**config.mk**
```make
export PLATFORM = sky130hd
export DESIGN_NAME = regfile_wb_arbiter
export DESIGN_NICKNAME = d
export VERILOG_FILES = /design/src/rtl/regfile_wb_arbiter.sv
export SDC_FILE = /design/constraint.sdc
export NUM_CORES = 1
export LEC_CHECK = 0
export ABC_AREA = 0
export CAP_MARGIN = 20
export CORE_UTILIZATION = 43
export CTS_CLUSTER_DIAMETER = 60
export DETAILED_ROUTE_END_ITERATION = 8
export GPL_TIMING_DRIVEN = 0
export PLACE_DENSITY = 0.86
export SETUP_SLACK_MARGIN = 0.1
export SYNTH_ARGS = -nofsm -noshare
export SYNTH_HDL_FRONTEND = slang
export SYNTH_SLANG_ARGS = --single-unit
```
**constraint.sdc**
```tcl
create_clock -name clk -period 3.1 [get_ports clk]
set_clock_uncertainty 0.05 [all_clocks]
set_input_delay 0.62 -clock clk [delete_from_list [all_inputs] [get_ports clk]]
set_output_delay 0.62 -clock clk [all_outputs]
set_load 0.1 [all_outputs]
```
**src/rtl/regfile_wb_arbiter.sv**
```systemverilog
// Two-requester write-port arbiter for the 32x32 register file, with a registered write command.
// Optional macro WB_RR_EN selects round-robin on contention; otherwise req0 has fixed priority.
module regfile_wb_arbiter #(
   parameter int DATA_W = 32,
   parameter int ADDR_W = 5,
   parameter int CNT_W  = 16
) (
   input  logic              clk,
   input  logic              rst,
   input  logic              req0_valid,
   input  logic [ADDR_W-1:0] req0_addr,
   input  logic [DATA_W-1:0] req0_data,
   output logic              req0_ready,
   input  logic              req1_valid,
   input  logic [ADDR_W-1:0] req1_addr,
   input  logic [DATA_W-1:0] req1_data,
   output logic              req1_ready,
   output logic              RegWrite,
   output logic [ADDR_W-1:0] WriteAddr,
   output logic [DATA_W-1:0] WriteData,
   output logic [CNT_W-1:0]  conflict_cnt
);

   logic              contend, gnt0, gnt1, xfer;
   logic [ADDR_W-1:0] sel_addr;
   logic [DATA_W-1:0] sel_data;

   logic              we_q, we_d;
   logic [ADDR_W-1:0] addr_q, addr_d;
   logic [DATA_W-1:0] data_q, data_d;
   logic [CNT_W-1:0]  cnt_q, cnt_d;
`ifdef WB_RR_EN
   logic              last_q, last_d;
`endif

   function automatic logic [CNT_W-1:0] sat_inc(input logic [CNT_W-1:0] v);
      return (&v) ? v : v + 1'b1;
   endfunction

   always_comb begin
      contend = req0_valid & req1_valid;
`ifdef WB_RR_EN
      // req1 wins a contended cycle only when req0 was the last one served
      gnt1 = req1_valid & (~req0_valid | ~last_q);
`else
      gnt1 = req1_valid & ~req0_valid;
`endif
      gnt0     = req0_valid & ~gnt1;
      xfer     = (gnt0 | gnt1) & ~rst;
      sel_addr = gnt1 ? req1_addr : req0_addr;
      sel_data = gnt1 ? req1_data : req0_data;

      we_d   = 1'b0;
      addr_d = addr_q;
      data_d = data_q;
      cnt_d  = contend ? sat_inc(cnt_q) : cnt_q;
`ifdef WB_RR_EN
      last_d = last_q;
`endif
      if (xfer) begin
         // r0 writes are acknowledged but never enabled
         we_d   = (sel_addr != '0);
         addr_d = sel_addr;
         data_d = sel_data;
`ifdef WB_RR_EN
         last_d = gnt1;
`endif
      end
   end

   always_ff @(posedge clk) begin
      if (rst) begin
         we_q   <= 1'b0;
         addr_q <= '0;
         data_q <= '0;
         cnt_q  <= '0;
`ifdef WB_RR_EN
         last_q <= 1'b1;
`endif
      end else begin
         we_q   <= we_d;
         addr_q <= addr_d;
         data_q <= data_d;
         cnt_q  <= cnt_d;
`ifdef WB_RR_EN
         last_q <= last_d;
`endif
      end
   end

   assign req0_ready   = gnt0 & ~rst;
   assign req1_ready   = gnt1 & ~rst;
   assign RegWrite     = we_q;
   assign WriteAddr    = addr_q;
   assign WriteData    = data_q;
   assign conflict_cnt = cnt_q;

endmodule
```
==> results.md <==
* Final Wtd Congestion at roughly 0.83
* Asr flop ratio synth at 0%
* Full die area at 0.00631 mm²
* Crit end category: primary output
* Outcome: completed
* H-tree levels at 2
* Final Hold Vio Count at 0
* Util after Layout at 72.3%
* Post-Syn Area at 0.00258 mm²
* Slew headroom at 31.0%
* Max FO, Critical Path at 10
* Pwr Density at 423 mW/mm²
* Residual DRC count at 0
* Sequential area share after synthesis at approximately two fifths
* Ports at between 100 and 150
* Root Buffer: clkbuf_8
* Fill count at ~450
* DRT antenna net count at 0
* Maximum clock path buffer count at 2
* CORE AREA at 0.00564 mm²
* First-iteration detailed-routing DRC count at 137
* Worst Setup Start Kind: primary input
* Crit path max-delay family: buffers and inverters
* Combinational share of power at 32.9%
* CTS Buf Count at 5
* Final count of negative-setup-slack endpoints at 0
* Routed wire length at 8.06 mm
* Inst Count DP at between 500 and 600
* Post-synth top cells: 83 x nor2_1, 54 x dfxtp_1, 48 x a21oi_1
* Top-area cell type share of the netlist area at 41.9%
* Clock-pin slew on the worst setup and hold paths at 0.09 ns
* Starting Density at 45.7%
* Switching share of power at between 30 and 40%
* Fin. max-slew vios at 0
* Worst Path Buf+Inv at 3
* Final period util at a little over 90%
* Main synth FF type: dfxtp_1
* CTS Hold Bufs at 0
* Share of cells above drive strength 1 at under 10%
* VDD IR max at ~0.31 mV
* Net Switching at 625 µW
* Gr usage total at about a quarter
* Synth top area cells: dfxtp_1 42%, mux2i_1 14%, nor2_1 12%
* FMAX at 0.351 GHz
* Slowest stage cell on the critical path: clkdlybuf4s50_1
* Lkg Pwr at 0.00162 µW
* Worst path arrival time at 2.18 ns
* Antenna Cells at 0
* Flops & latches, synth at 54
* CTS tree: done
* Final Critical Period at ~2.9 ns
* YS warnings at 0
* CTS Sinks at 54
* Clock network fraction of total power at 23.9%
* Synth area leader: dfxtp_1
* Initial antenna violation count at 0
* Setup TNS at 0 ns
* Maxcap violations at 0
* EDFF count, synth at 0
* Non-Filler Instances at 522
* Crit path largest cell delay at 0.56 ns
* Power Internal at 1100 µW
* Area after DPL at roughly 0.004 mm²
* Syn Inst Count at 311
* Vias in the first global route at 2,785
* Setup Fix Bufs, Post-CTS at 0
* Min-Delay Path Class: flop to flop
* WL/cell at roughly 15 µm
* Largest net degree at the start of global routing at 16
* Area occupied by multi-input gates at 0.00141 mm²
* Row count at 27
* First-pass GRT wire length at ~13 mm
* Final instance area at ~0.0041 mm²
* RSZ-0062 raised after global routing: no
* Width of the die at ~80 µm
* DP HPWL at 5.95 mm
* Cells along the critical path: clkdlybuf4s50_1 > clkbuf_1 > nor2b_2 > clkdlybuf4s15_2
* Avg Inst Size Synth at 8.29 µm²
* Crit Path Class: primary input to primary output
* Remaining global-route overflow at 0
* DR vias/cell at 5.37
* Synth unique cells at 38
* Final nets at ~530
* Critical Path RT at 2.43 ns
* First drt pass iteration count at 4
* Height of the die at 79.4 µm
* Reg power frac at 43.2%
* Register area at 0.00108 mm²
* Synth-to-layout area growth at 58.3%
* Mapped Nets at 390
* Count leader, synth: nor2_1
* Skew-Pair Late Insertion Delay at 0.30 ns
* Port Buffer Count at 131
* Routed via count at 2,802
* Worst-Margin Slew at 1.03 ns
tightest hold or removal path: cells and delay by family (launching register included):
family | cells | cell delay [ns]
AO/OA/AOI/OAI | 2 | 0.14
flip-flops | 1 | 0.35
flip-flops by register name (all words and copies together) (netlist names):
register and cells:
conflict_cnt 16, WriteAddr 5, RegWrite 1, WriteData 32
cells by family (layout without fill, tap and decap cells):
kind of cell	after synthesis	after routing	share of synthesized area (%)
compound gates	62	62	13.2
xor+xnor	1	1	0.340
fa+ha+maj	1	1	0.485
buf+inv	23	162	3.93
flops	54	54	41.9
mux	40	40	15.8
simple gates	130	130	24.3
cell usage in the layout, fill, tap and decap left out, types with 2 or more instances in the layout:
master,n
nor2b_1,4
clkbuf_8,6
nor3_1,4
buf_2,7
or3_1,4
mux2_1,2
and3_1,5
clkbuf_1,14
nor4_1,3
and2_1,2
nand2_1,7
dfxtp_1,54
a21oi_1,48
nand3_2,2
clkdlybuf4s50_1,129
or4_1,4
nand3_1,2
nor2_1,83
o31ai_1,5
nand4_1,3
mux2i_1,37
buf_1,2
o21ai_0,3
cell type report:
type / instances / share of cell area (%)
Multi-Input combinational cell: 234 / 34.5
Timing Repair Buffer: 131 / 32.0
Sequential cell: 54 / 26.5
Buffer: 22 / 2.39
Tap cell: 72 / 2.21
Clock buffer: 7 / 2.12
Clock inverter: 1 / 0.123
Inverter: 1 / 0.0920
path summary, 6_finish.rpt:
kind	startpoint	endpoint	slack [ns]	cells after the start
worst max-delay path	rst	req0_ready	0.25	4
worst min-delay path	conflict_cnt[10]$_SDFFE_PP0P_	conflict_cnt[10]$_SDFFE_PP0P_	0.48	2
worst max register to register	conflict_cnt[0]$_SDFFE_PP0P_	conflict_cnt[11]$_SDFFE_PP0P_	1.09	6
worst min register to register	conflict_cnt[10]$_SDFFE_PP0P_	conflict_cnt[10]$_SDFFE_PP0P_	0.48	2
power groups by stage:
| stage | logic (µW) | registers, µW | clock network, µW |
|---|---|---|---|
| 2_1_floorplan | 128 | 1000 | 0 |
| 3_3_place_gp | 560 | 760 | 0 |
| 3_5_place_dp | 567 | 761 | 0 |
| 4_1_cts | 569 | 746 | 417 |
| 5_1_grt | 596 | 750 | 452 |
| 6_report | 568 | 746 | 414 |
through the flow:
| stage | power (µW) | setup slack (ns) | hold slack, ns |
|---|---|---|---|
| 2_1_floorplan | 1130 | 0.250 | 0.713 |
| 3_3_place_gp | 1320 | -0.465 | 0.463 |
| 3_5_place_dp | 1330 | -0.457 | 0.469 |
| 4_1_cts | 1730 | 0.103 | 0.482 |
| 5_1_grt | 1800 | 0.154 | 0.511 |
| 6_report | 1730 | 0.247 | 0.484 |
metal layers:
metal  routed length, µm  vias up  track usage, %
met4                 197        0            10.7
met2                4170       86            46.1
met5                   0        -               0
met1                3280     1336            30.4
met3                 424       17            5.94
li1                    -     1363               -
repair_timing:
item / CTS / global route
resized for setup: 6 / 2
endpoints found under the hold margin: 0 / 0
setup endpoints to repair: 2 / 1
(Power assumes the default switching activity.)
